<file path="config.mk">
export PLATFORM = sky130hd
export DESIGN_NAME = insn_synth
export DESIGN_NICKNAME = d
export VERILOG_FILES = /design/src/rtl/insn_synth_pkg.sv /design/src/rtl/insn_pack.sv /design/src/rtl/insn_synth.sv
export SDC_FILE = /design/constraint.sdc
export NUM_CORES = 1
export LEC_CHECK = 0
export CAP_MARGIN = 25
export CORE_ASPECT_RATIO = 1.1
export CORE_MARGIN = 2
export CORE_UTILIZATION = 55
export CTS_BUF_LIST = sky130_fd_sc_hd__clkbuf_2
export DETAILED_ROUTE_END_ITERATION = 12
export PLACE_DENSITY = 0.95
export SLEW_MARGIN = 20
export SYNTH_ARGS = -nofsm -noshare
export SYNTH_HDL_FRONTEND = slang
export SYNTH_HIERARCHICAL = 1
export SYNTH_SLANG_ARGS = --single-unit
</file>
<file path="constraint.sdc">
create_clock -name clk -period 3.7 [get_ports clk]
set_input_delay 0.74 -clock clk [delete_from_list [all_inputs] [get_ports clk]]
set_output_delay 0.74 -clock clk [all_outputs]
set_load 0.1 [all_outputs]
</file>
<file path="src/rtl/insn_synth_pkg.sv">
// Shared definitions for the instruction synthesizer: request kinds, instruction
// formats, FSM states, RV32I opcode constants and the encoder field bundle.
package insn_synth_pkg;

  typedef enum logic {
    SYN_LI   = 1'b0,
    SYN_JUMP = 1'b1
  } syn_kind_e;

  typedef enum logic [1:0] {
    FMT_I,
    FMT_U,
    FMT_J
  } insn_fmt_e;

  typedef enum logic [1:0] {
    ST_IDLE,
    ST_BEAT1,
    ST_BEAT2
  } syn_state_e;

  localparam logic [6:0] OP_ADDI  = 7'h13;
  localparam logic [6:0] OP_LUI   = 7'h37;
  localparam logic [6:0] OP_AUIPC = 7'h17;
  localparam logic [6:0] OP_JAL   = 7'h6F;
  localparam logic [6:0] OP_JALR  = 7'h67;

  localparam logic [2:0] F3_ZERO  = 3'b000;
  localparam logic [4:0] REG_ZERO = 5'd0;
  localparam logic [4:0] REG_T1   = 5'd6;

  typedef struct packed {
    insn_fmt_e   fmt;
    logic [6:0]  opcode;
    logic [4:0]  rd;
    logic [4:0]  rs1;
    logic [2:0]  funct3;
    logic [31:0] imm;
  } pack_fields_t;

  // True when v is representable as a signed integer of 'bits' bits.
  function automatic logic fits_signed(input logic [31:0] v, input int unsigned bits);
    logic [31:0] s;
    s = 32'($signed(v) >>> (bits - 1));
    return (s == '0) || (s == '1);
  endfunction

endpackage

</file>
<file path="src/rtl/insn_pack.sv">
// Combinational RV32I word packer for I/U/J formats; places each field exactly
// where the decoder's immediate generator slices it back out.
module insn_pack
  import insn_synth_pkg::*;
(
  input  insn_fmt_e   fmt,
  input  logic [6:0]  opcode,
  input  logic [4:0]  rd,
  input  logic [4:0]  rs1,
  input  logic [2:0]  funct3,
  input  logic [31:0] imm,
  output logic [31:0] insn
);

  // Bit 0 of a J-type offset is implicit and never encoded.
  logic unused_imm_lsb;
  assign unused_imm_lsb = imm[0];

  // NOTE: a combinational block assigns every output before any branch, so no
  // path leaves a value unassigned and no latch is inferred.
  always_comb begin
    insn = '0;
    case (fmt)
      FMT_I:   insn = {imm[11:0], rs1, funct3, rd, opcode};
      FMT_U:   insn = {imm[31:12], rd, opcode};
      FMT_J:   insn = {imm[20], imm[10:1], imm[11], imm[19:12], rd, opcode};
      default: insn = '0;
    endcase
  end

endmodule

</file>
<file path="src/rtl/insn_synth.sv">
// Macro-op expander for li / j / jal / call / tail into one or two RV32I words.
// Define INSN_SYNTH_FAR_JUMP_EN to expand out-of-range jumps to AUIPC+JALR.
module insn_synth
  import insn_synth_pkg::*;
(
  input  logic        clk,
  input  logic        rst,
  input  logic        req_valid,
  output logic        req_ready,
  input  logic        req_kind,
  input  logic [4:0]  req_rd,
  input  logic [31:0] req_imm,
  output logic        out_valid,
  input  logic        out_ready,
  output logic [31:0] out_insn,
  output logic        out_last,
  output logic        out_err
);

  syn_state_e   state, state_next;
  logic [31:0]  insn_next, second_q;
  logic         last_next, err_next;

  logic         is_jump, accept, xfer;
  logic [31:0]  val;
  logic [19:0]  hi;
  logic [11:0]  unused_hi_low;
  logic         fits12, fits21, lo_zero;

  pack_fields_t first_f, second_f;
  logic [31:0]  first_word, second_word;
  logic         form_two, form_err;

  assign out_valid = (state != ST_IDLE);
  assign xfer      = out_valid && out_ready;
  assign req_ready = (state == ST_IDLE) || (xfer && out_last);
  assign accept    = req_valid && req_ready;

  // The form is decided from the live request at accept; the resulting words are
  // registered, so later changes on req_* cannot disturb an in-flight request.
  assign is_jump = (syn_kind_e'(req_kind) == SYN_JUMP);
  assign val     = is_jump ? {req_imm[31:1], 1'b0} : req_imm;
  // Rounding add makes hi compensate for the sign-extended low 12 bits.
  assign {hi, unused_hi_low} = val + 32'h0000_0800;
  assign fits12  = fits_signed(val, 12);
  assign fits21  = fits_signed(val, 21);
  assign lo_zero = (val[11:0] == 12'h000);

`ifdef INSN_SYNTH_FAR_JUMP_EN
  logic [4:0] link_tmp;
  // x0 cannot hold the AUIPC result, so t1 carries the upper part instead.
  assign link_tmp = (req_rd == REG_ZERO) ? REG_T1 : req_rd;
`endif

  always_comb begin
    first_f  = '{fmt: FMT_I, opcode: OP_ADDI, rd: req_rd, rs1: REG_ZERO,
                 funct3: F3_ZERO, imm: val};
    second_f = first_f;
    form_two = 1'b0;
    form_err = 1'b0;
    if (!is_jump) begin
      if (!fits12) begin
        first_f.fmt    = FMT_U;
        first_f.opcode = OP_LUI;
        if (!lo_zero) begin
          first_f.imm  = {hi, 12'h000};
          second_f.rs1 = req_rd;
          form_two     = 1'b1;
        end
      end
    end else if (fits21) begin
      first_f.fmt    = FMT_J;
      first_f.opcode = OP_JAL;
    end else begin
`ifdef INSN_SYNTH_FAR_JUMP_EN
      first_f.fmt     = FMT_U;
      first_f.opcode  = OP_AUIPC;
      first_f.rd      = link_tmp;
      first_f.imm     = {hi, 12'h000};
      second_f.opcode = OP_JALR;
      second_f.rs1    = link_tmp;
      form_two        = 1'b1;
`else
      form_err = 1'b1;
`endif
    end
  end

  insn_pack u_pack_first (
    .fmt    (first_f.fmt),
    .opcode (first_f.opcode),
    .rd     (first_f.rd),
    .rs1    (first_f.rs1),
    .funct3 (first_f.funct3),
    .imm    (first_f.imm),
    .insn   (first_word)
  );

  insn_pack u_pack_second (
    .fmt    (second_f.fmt),
    .opcode (second_f.opcode),
    .rd     (second_f.rd),
    .rs1    (second_f.rs1),
    .funct3 (second_f.funct3),
    .imm    (second_f.imm),
    .insn   (second_word)
  );

  always_comb begin
    state_next = state;
    insn_next  = out_insn;
    last_next  = out_last;
    err_next   = 1'b0;
    if (accept) begin
      err_next = form_err;
      if (form_err) begin
        state_next = ST_IDLE;
      end else begin
        state_next = ST_BEAT1;
        insn_next  = first_word;
        last_next  = !form_two;
      end
    end else if (xfer) begin
      if (state == ST_BEAT1 && !out_last) begin
        state_next = ST_BEAT2;
        insn_next  = second_q;
        last_next  = 1'b1;
      end else begin
        state_next = ST_IDLE;
      end
    end
  end

  // NOTE: sequential state uses non-blocking assignments so every register
  // samples pre-edge values regardless of statement order.
  always_ff @(posedge clk) begin
    if (!rst) begin
      state    <= ST_IDLE;
      out_insn <= '0;
      out_last <= 1'b0;
      out_err  <= 1'b0;
    end else begin
      state    <= state_next;
      out_insn <= insn_next;
      out_last <= last_next;
      out_err  <= err_next;
    end
  end

  // NOTE: the staged second word is data only, read solely after an accept has
  // loaded it, so it carries no reset.
  always_ff @(posedge clk) begin
    if (accept) second_q <= second_word;
  end

endmodule
</file>
### Yosys cells after proc, flatten, opt, wreduce, memory -nomap -nowiden

Cells that the tools add are included.

| cells by class | value |
|---|---|
| add/subtract/negate cells | 1 |
| equal/unequal tests | 6 |
| mux-type cells | 25 |
| reduce and logical (&&, ||, !) cells | 20 |

Operators by type and width:

| kind | number |
|---|---|
| 32-bit two-way mux | 7 |
| 32-bit one-hot mux with 3 select lines | 1 |
| 32-bit == test, second input constant | 2 |
| 32-bit logical NOT | 2 |
| 32-bit by 12-bit adder with 32-bit output, second input constant | 1 |
| 9-bit two-way mux | 2 |
| 12-bit logical NOT | 1 |
| 1-bit two-way mux | 11 |
| 8-bit two-way mux | 1 |
| 2-bit two-way mux | 3 |
| 2-bit nonzero test | 3 |
| 2-bit by 1-bit == test with 1-bit output, second input constant | 2 |
| 1-bit logical AND | 4 |
| 2-bit logical NOT | 2 |
| 1-bit logical OR | 3 |
| 3-bit AND reduction | 1 |
| 3-bit OR reduction | 1 |
| 2-bit == test, second input constant | 1 |
| 1-bit logical NOT | 2 |
| 2-bit != test, second input constant | 1 |
| 2-bit AND reduction | 1 |

| word-level totals | value |
|---|---|
| bits in registers | 58 |
| input bits | 42 |

### Longest topological paths before layout

Gate-level depths: netlist of the first run.

| depth | value |
|---|---|
| depth in word-level cells | 8 |
| mapped depth | 12 |
| mapped depth without buffers | 11 |

### Hierarchy

Netlist of the first run, hierarchy kept.

By module, submodules not included:

| module | times used | cells an instance | area each (µm²) | sequential area each (µm²) |
|---|---|---|---|---|
| insn_synth | 1 | 323 | 3632.2 | 1681.6 |
| insn_pack | 2 | 50 | 389.1 | 0.0 |

### Least setup slack after synthesis of the first run

Ideal clock, no wire load.

| timing | value |
|---|---|
| path type | reg2reg |
| start point | register out_last |
| end point | register out_insn[20] |
| arrival | 3.567 ns |
| data required time | 3.583 ns |
| setup slack | 0.015 ns |
| stages on the path, launching flop included | 8 |
| clock period less this slack | 3.685 ns |
| path through | dfxtp_1 -> o2bb2ai_1 -> nand2_1 -> inv_2 -> buf_2 -> mux2i_1 -> o21ai_0 -> o211a_1 |

| on the way | value |
|---|---|
| longest elaborated chain between the ends | 5 |
| elaborated cells between the ends (all ways) | 10 |
| classes of those cells | 1 x eq/ne; 1 x mux; 8 x reduce/logical |

RTL lines:

| item | RTL line | source |
|---|---|---|
| start: declaration | insn_synth.sv:16 | `output logic out_last,` |
| start signal: assignment | insn_synth.sv:145 | `out_last <= last_next;` |
| 1-bit logical AND * | insn_synth.sv:36 | `assign req_ready = (state == ST_IDLE) \|\| (xfer && out_last);` |
| 1-bit logical OR * | insn_synth.sv:36 |  |
| named net req_ready | insn_synth.sv:9 | `output logic req_ready,` |
| 1-bit logical AND * | insn_synth.sv:37 | `assign accept = req_valid && req_ready;` |
| named net accept | insn_synth.sv:24 | `logic is_jump, accept, xfer;` |
| 2-bit != test (no line) or 2-bit nonzero test (tied branches) | n/a |  |
| 3-bit AND reduction (no line) | n/a |  |
| end signal: assignment | insn_synth.sv:144 | `out_insn <= insn_next;` |
| end: declaration | insn_synth.sv:15 | `output logic [31:0] out_insn,` |

Mark *: on every way through the listed nets, which the timed path passes. The rest lies on a longest branch.
A chain may end at the register's enable or synchronous reset.

==> results.md, run 1 <==
- Ys flop type: dfxtp_1
- Max-Cap Viols: 0
- First-pass GRT wire length: about 18 mm
- Worst slew pin tran: a little over 1000 ps
- RSZ-0062 raised after global routing: false
- GRT Overall Usage: between 20% and 30%
- M1 WL: between 4 and 5 mm
- Clock Pin Slew Worst Setup and Hold Paths: between 150 and 200 ps
- Hold WS: 518 ps
- Pwr Total: roughly 1.9 mW
- Tmin final: between 3000 and 4000 ps
- Layout overhead on the synthesized area: 24.5%
- Vias per cell: 5.98
- FF+latch count, synth: 68
- Initial detailed-routing violation count: 233
- Critical Setup Path Class: in2reg
- Fmax: around 0.32 GHz
- Residual DRC count: 0
- Initial antenna violation count: 1
- Largest net degree at the start of global routing: 36
- WP data required: 4110 ps
- Overall die height: between 90 and 100 um
- Setup Fix Bufs, Post-CTS: 0
- Synth area leader: edfxtp_1
- Die X: approximately 89 um
- Fin nets: 571
- Final setup fails: 0
- Vias in the first global route: about 3700
- PortBufs: 77
- Max rail drop VDD: approximately 140 uV
- Critical Path End: out_insn[4]
- CTS Buf Count: 9
- Pre-antenna DRT Iters: 5
- CP Capture Type: register
- Max Slew Vio Count: 0
- Asr flop ratio synth: 0%
- Reg2Reg Depth: 7
- CTS resizes: 0
- Core Util, Final: a little over two thirds
- Wire length on met2: ~5.7 mm
- Via count: between 3000 and 4000
- Initial Utilization: a little under three fifths
- Clock Tree Root: clkbuf_2
- Post-Synthesis Cells: 423
- Static Leak: ~2.4 nW
- Syn avg cell area: 10.4 sq um
- Leading cell types by total area after synthesis: edfxtp_1 (22%), dfxtp_1 (16%), mux2i_1 (12%)
- Final period utilization: between 80% and 90%
- CP max FO: 13
- Worst Setup SP: req_imm[23]
- CTS tree: built
- Hpwl dp: roughly 8.5 mm
- Die area: between 8000 and 9000 sq um
- Max Buffers Root-to-Sink: 2
- Met3 wire length: just under 800 um
- Setup TNS: 0 ps
- GRT overflow: 0
- PnR worst setup slack: a little under 600 ps
- Core Area: 7830 sq um
- I/O pins: 78
- WL final: roughly 11 mm
- RePlAce Congestion: 0.897
- Slew Limit Headroom: approximately 33%
- Min-delay worst type: reg2reg
- Seq/Total Area, Yosys: 38.1%
- H-tree Lvls: 3
- Share of cells above drive strength 1: around 12%
- Top routing layer in use: met4
- Num rows: 34
- YS warnings: 6
- Routed Antenna Nets: 0
- CTS Hold Bufs: 0
- Worst r2r dst: out_insn[23]
- Yosys cell types: 46
- Skew final: roughly 10 ps
- Flop2flop setup slack: 1600 ps
- Wire per inst: between 15 and 20 um
- Pre-CTS WS: between 100 and 150 ps
- Clk Latency, worst-skew pair: 500 ps
- Synth top area share: a little over a fifth
- CP Data Arrival Time: between 3000 and 4000 ps
- P per Cell Area: 349 nW/um^2
- Sink Count: between 60 and 70
- Crit start category: primary input
- Number of synthesized flops with an enable pin: 32
- R2r startpoint: out_last
- Post-synthesis cell area: approximately 4400 sq um
- Final hold violations: 0
- Outcome: finished clean
[power by group]
part | switching (mW) | total (mW) | internal, mW
Clock | 0.256 | 0.339 | 0.0830
Sequential | 0.0303 | 0.890 | 0.859
Combinational | 0.463 | 0.689 | 0.226
Total | 0.750 | 1.92 | 1.17
[synthesized netlist by cell type (2+ instances only)]
master,count
mux2i_1,52
dfxtp_1,36
o21ai_0,33
edfxtp_1,32
o211a_1,32
and2_1,29
o2bb2ai_1,21
a22o_1,20
xor2_1,18
nor4_2,13
nand2_1,12
nor2b_1,12
buf_2,11
clkbuf_1,10
nor2_1,9
inv_1,8
nand4_1,8
nor3_1,8
nand3_1,6
buf_4,5
nor4_1,5
and4_1,4
a21oi_1,3
and3_1,3
buf_1,3
buf_6,3
buf_8,3
clkinv_1,2
conb_1,2
ha_1,2
nor4b_2,2
or2_1,2
[worst max-delay path, stage by stage]
cell	delay [ps]
clkdlybuf4s50_1	500
nor4_2	410
nand3_1	290
nand2_1	120
nand2_1	130
inv_1	140
buf_4	250
nand2_1	280
and2_1	260
mux2i_1	130
o21ai_0	120
o211a_1	140
[through the flow]
step                      instance area [sq um]  instances
after floorplan                            4500        448
after global placement                     5400        624
after detailed placement                   5410        624
after CTS                                  5490        640
after global routing                       5490        641
final                                      5490        641
[cell usage in the layout, fill, tap and decap left out, drive strengths merged, types with 18 or more instances in the layout]
cell	netlist	final
o21ai	33	33
buf	25	27
mux2i	52	52
clkdlybuf4s50	0	76
a22o	20	20
xor2	18	18
o211a	32	32
nor4	19	19
dfxtp	36	36
edfxtp	32	32
and2	29	29
o2bb2ai	21	21
conb	2	27
[worst min-delay path by stage]
stage                           start  slack, ps          end  depth (start not counted)
after floorplan              state[0]        490     state[0]                          2
after global placement    out_insn[1]        480  out_insn[1]                          1
after detailed placement  out_insn[4]        490  out_insn[4]                          1
after CTS                 out_insn[4]        520  out_insn[4]                          1
after global routing      out_insn[1]        540  out_insn[1]                          1
final                     out_insn[4]        520  out_insn[4]                          1
[cell families after synthesis]
group / Yosys count / synth area share (%)
compound gates: 113 / 20.7
mux: 53 / 12.1
flops: 68 / 38.1
fa+ha+maj: 2 / 0.567
other cells: 2 / 0.170
buf+inv: 46 / 5.93
xor+xnor: 18 / 3.57
simple gates: 121 / 18.9
[layer usage]
layer,GRT usage (%),up-vias
li1,-,1785
met5,0,-
met4,11.8,0
met1,33.2,1843
met2,43.4,179
met3,4.56,26
[registers in the layout (all words and copies together), names as in the netlist]
| name | count |
|---|---|
| out_insn | 32 |
| second_q | 32 |
| state | 2 |
| out_err | 1 |
| out_last | 1 |
[area by class of cell]
type / instances / area [sq um]
diodes: 1 / 2.50
well taps: 108 / 135
fillers: 577 / 2340
inverters: 11 / 41.3
multi-input cells: 334 / 2570
clock inverters: 6 / 31.3
flip-flops and latches: 68 / 1680
repair buffers: 103 / 976
clock buffers: 10 / 50.0
Power figures use the tool's default switching activity.
==> run 2, diff against run 1 <==
CORE_UTILIZATION = 50   (was 55)
PLACE_DENSITY = 0.91   (was 0.95)
clock period = 2.8 ns   (was 3.7 ns; I/O delays follow)
==> run 2 against run 1 <==
Compared with the run above: core utilization decreased by 1.6 points; sequential power increased by 33%; clock skew increased by 12 ps; combinational power increased by 38%; worst setup slack got worse by 490 ps; first-iteration DRC count increased by 67%; sequential cell count unchanged; critical path type unchanged; die area increased by 9.6%; clock power increased by 37%; global-route usage decreased by 0.71 points; register-to-register slack got worse by 800 ps.
==> results.md, run 2 (same netlist as run 1, synthesis figures left out) <==
- CTS Buf Count: 9
- Clock Pin Slew Worst Setup and Hold Paths: between 150 and 200 ps
- Routed Antenna Nets: 0
- Pre-antenna DRT Iters: 7
- Initial detailed-routing violation count: 390
- Via count: around 4000
- Max Slew Vio Count: 0
- Hpwl dp: about 9.1 mm
- Clock network power share: between 10% and 20%
- Part of the power in registers: a little under half
- Placed Instances: 670
- CP max FO: 12
- R2r startpoint: state[1]
- WP data required: 3190 ps
- Sw frac: roughly two fifths
- Final period utilization: a little over nine tenths
- Initial Utilization: around half
- Layout overhead on the synthesized area: 31.9%
- Met3 usage: 4.46%
- Tmin final: around 2700 ps
- Residual DRC count: 0
- First-pass GRT wire length: roughly 19 mm
- Final setup fails: 0
- RePlAce Congestion: a little under 1
- Max Buffers Root-to-Sink: 2
- CTS resizes: 0
- Die X: a little over 90 um
- Hold path startpoint: out_insn[9]
- Skew final: 22.5 ps
- Initial antenna violation count: 1
- Final hold violations: 0
- GRT overflow: 0
- Combinational share of power: between 30 and 40%
- GRT Overall Usage: 25.6%
- Largest net degree at the start of global routing: a little over 40
- Die area: between 9000 and 10000 sq um
- Sink Count: a little under 70
- Clk Latency, worst-skew pair: 490 ps
- Fmax: between 0.3 and 0.4 GHz
- Min-delay worst type: reg2reg
- H-tree Lvls: 3
- GR Layer Usage met1: about a third
- I/O pins: between 70 and 80
- Switch Pwr: ~1.0 mW
- Grt met2 use: 43.1%
- Share of cells above drive strength 1: approximately 25%
- Int Power: between 1.5 and 2 mW
- WL final: 12.1 mm
- Biggest regs: out_insn x32, second_q x32, state x2
- Hold WS: roughly 530 ps
- Max-Cap Viols: 0
- Num rows: 35
- CTS tree: built
- Crit start category: primary input
- Static Leak: 2.71 nW
- Max rail drop VDD: roughly 170 uV
- Most common cell after layout, fill and taps aside: buf_4
- CP Capture Type: register
- Critical Setup Path Class: in2reg
- PortBufs: 77
- CP Data Arrival Time: between 3000 and 4000 ps
- Vias per cell: 5.80
- Non-Filler Instances: 687
- Wire per inst: ~18 um
- Setup Fix Bufs, Post-CTS: 0
- Most frequent cells in the layout: buf_4 (98), mux2i_1 (52), clkdlybuf4s50_1 (41)
- Clock Tree Root: clkbuf_2
- Fin nets: 614
- P per Cell Area: around 450 nW/um^2
- Outcome: finished clean
- Vias in the first global route: 3932
- CTS Hold Bufs: 0
- GRT busiest layer: met2
- Worst Setup SP: req_imm[28]
- Overall die height: slightly above 100 um
- Flop2flop setup slack: roughly 800 ps
- Core Area: about 8500 sq um
[run 2: path summary, 6_finish.rpt]
kind / endpoint / cells past startpoint
worst max-delay path: out_insn[20] / 12
worst min-delay path: out_insn[9] / 1
worst max register to register: out_insn[20] / 7
worst min register to register: out_insn[9] / 1
[run 2: power by group through the flow]
stage	clock, mW	sequential (mW)	combinational (mW)
6_report	0.464	1.18	0.952
5_1_grt	0.519	1.19	0.997
4_1_cts	0.475	1.18	0.941
3_5_place_dp	0	1.20	0.939
3_3_place_gp	0	1.19	0.915
2_1_floorplan	0	1.52	0.323
[run 2: final cells by class]
cell class                      count  area [sq um]
Clock buffer                       11          55.1
Inverter                           11          41.3
Clock inverter                      5          27.5
Sequential cell                    68          1680
Tap cell                          111           139
Multi-Input combinational cell    334          2580
Timing Repair Buffer              146          1290
Antenna cell                        1          2.50
Fill cell                         641          2680
[run 2: per-layer routing]
metal | part of all wire (%) | vias to the layer above
met5 | 0 | -
met4 | 1.8 | 0
met3 | 6.9 | 22
met2 | 50 | 181
met1 | 41 | 1908
li1 | - | 1876
[run 2: stage by stage]
step / utilization (%) / cell area, sq um / setup WS, ps / TNS (ps) / power [mW]
after floorplan: - / 4510 / 126 / 0 / 1.84
after global placement: 67.4 / 5730 / -298 / -6070 / 2.11
after global routing: 68.5 / 5820 / -4.75 / -4.75 / 2.70
after CTS: 68.4 / 5810 / 103 / 0 / 2.59
final: 68.5 / 5820 / 97.2 / 0 / 2.60
after detailed placement: 67.4 / 5730 / -432 / -9600 / 2.14
[run 2: critical path, stage by stage]
cell and delay (ps):
clkdlybuf4s50_1 470, nor4_1 350, and3_1 250, a21o_2 180
nor2_2 70, buf_12 140, nor2b_1 140, buf_4 180
o2bb2ai_1 130, mux2i_1 240, o21ai_0 200, o211a_1 170
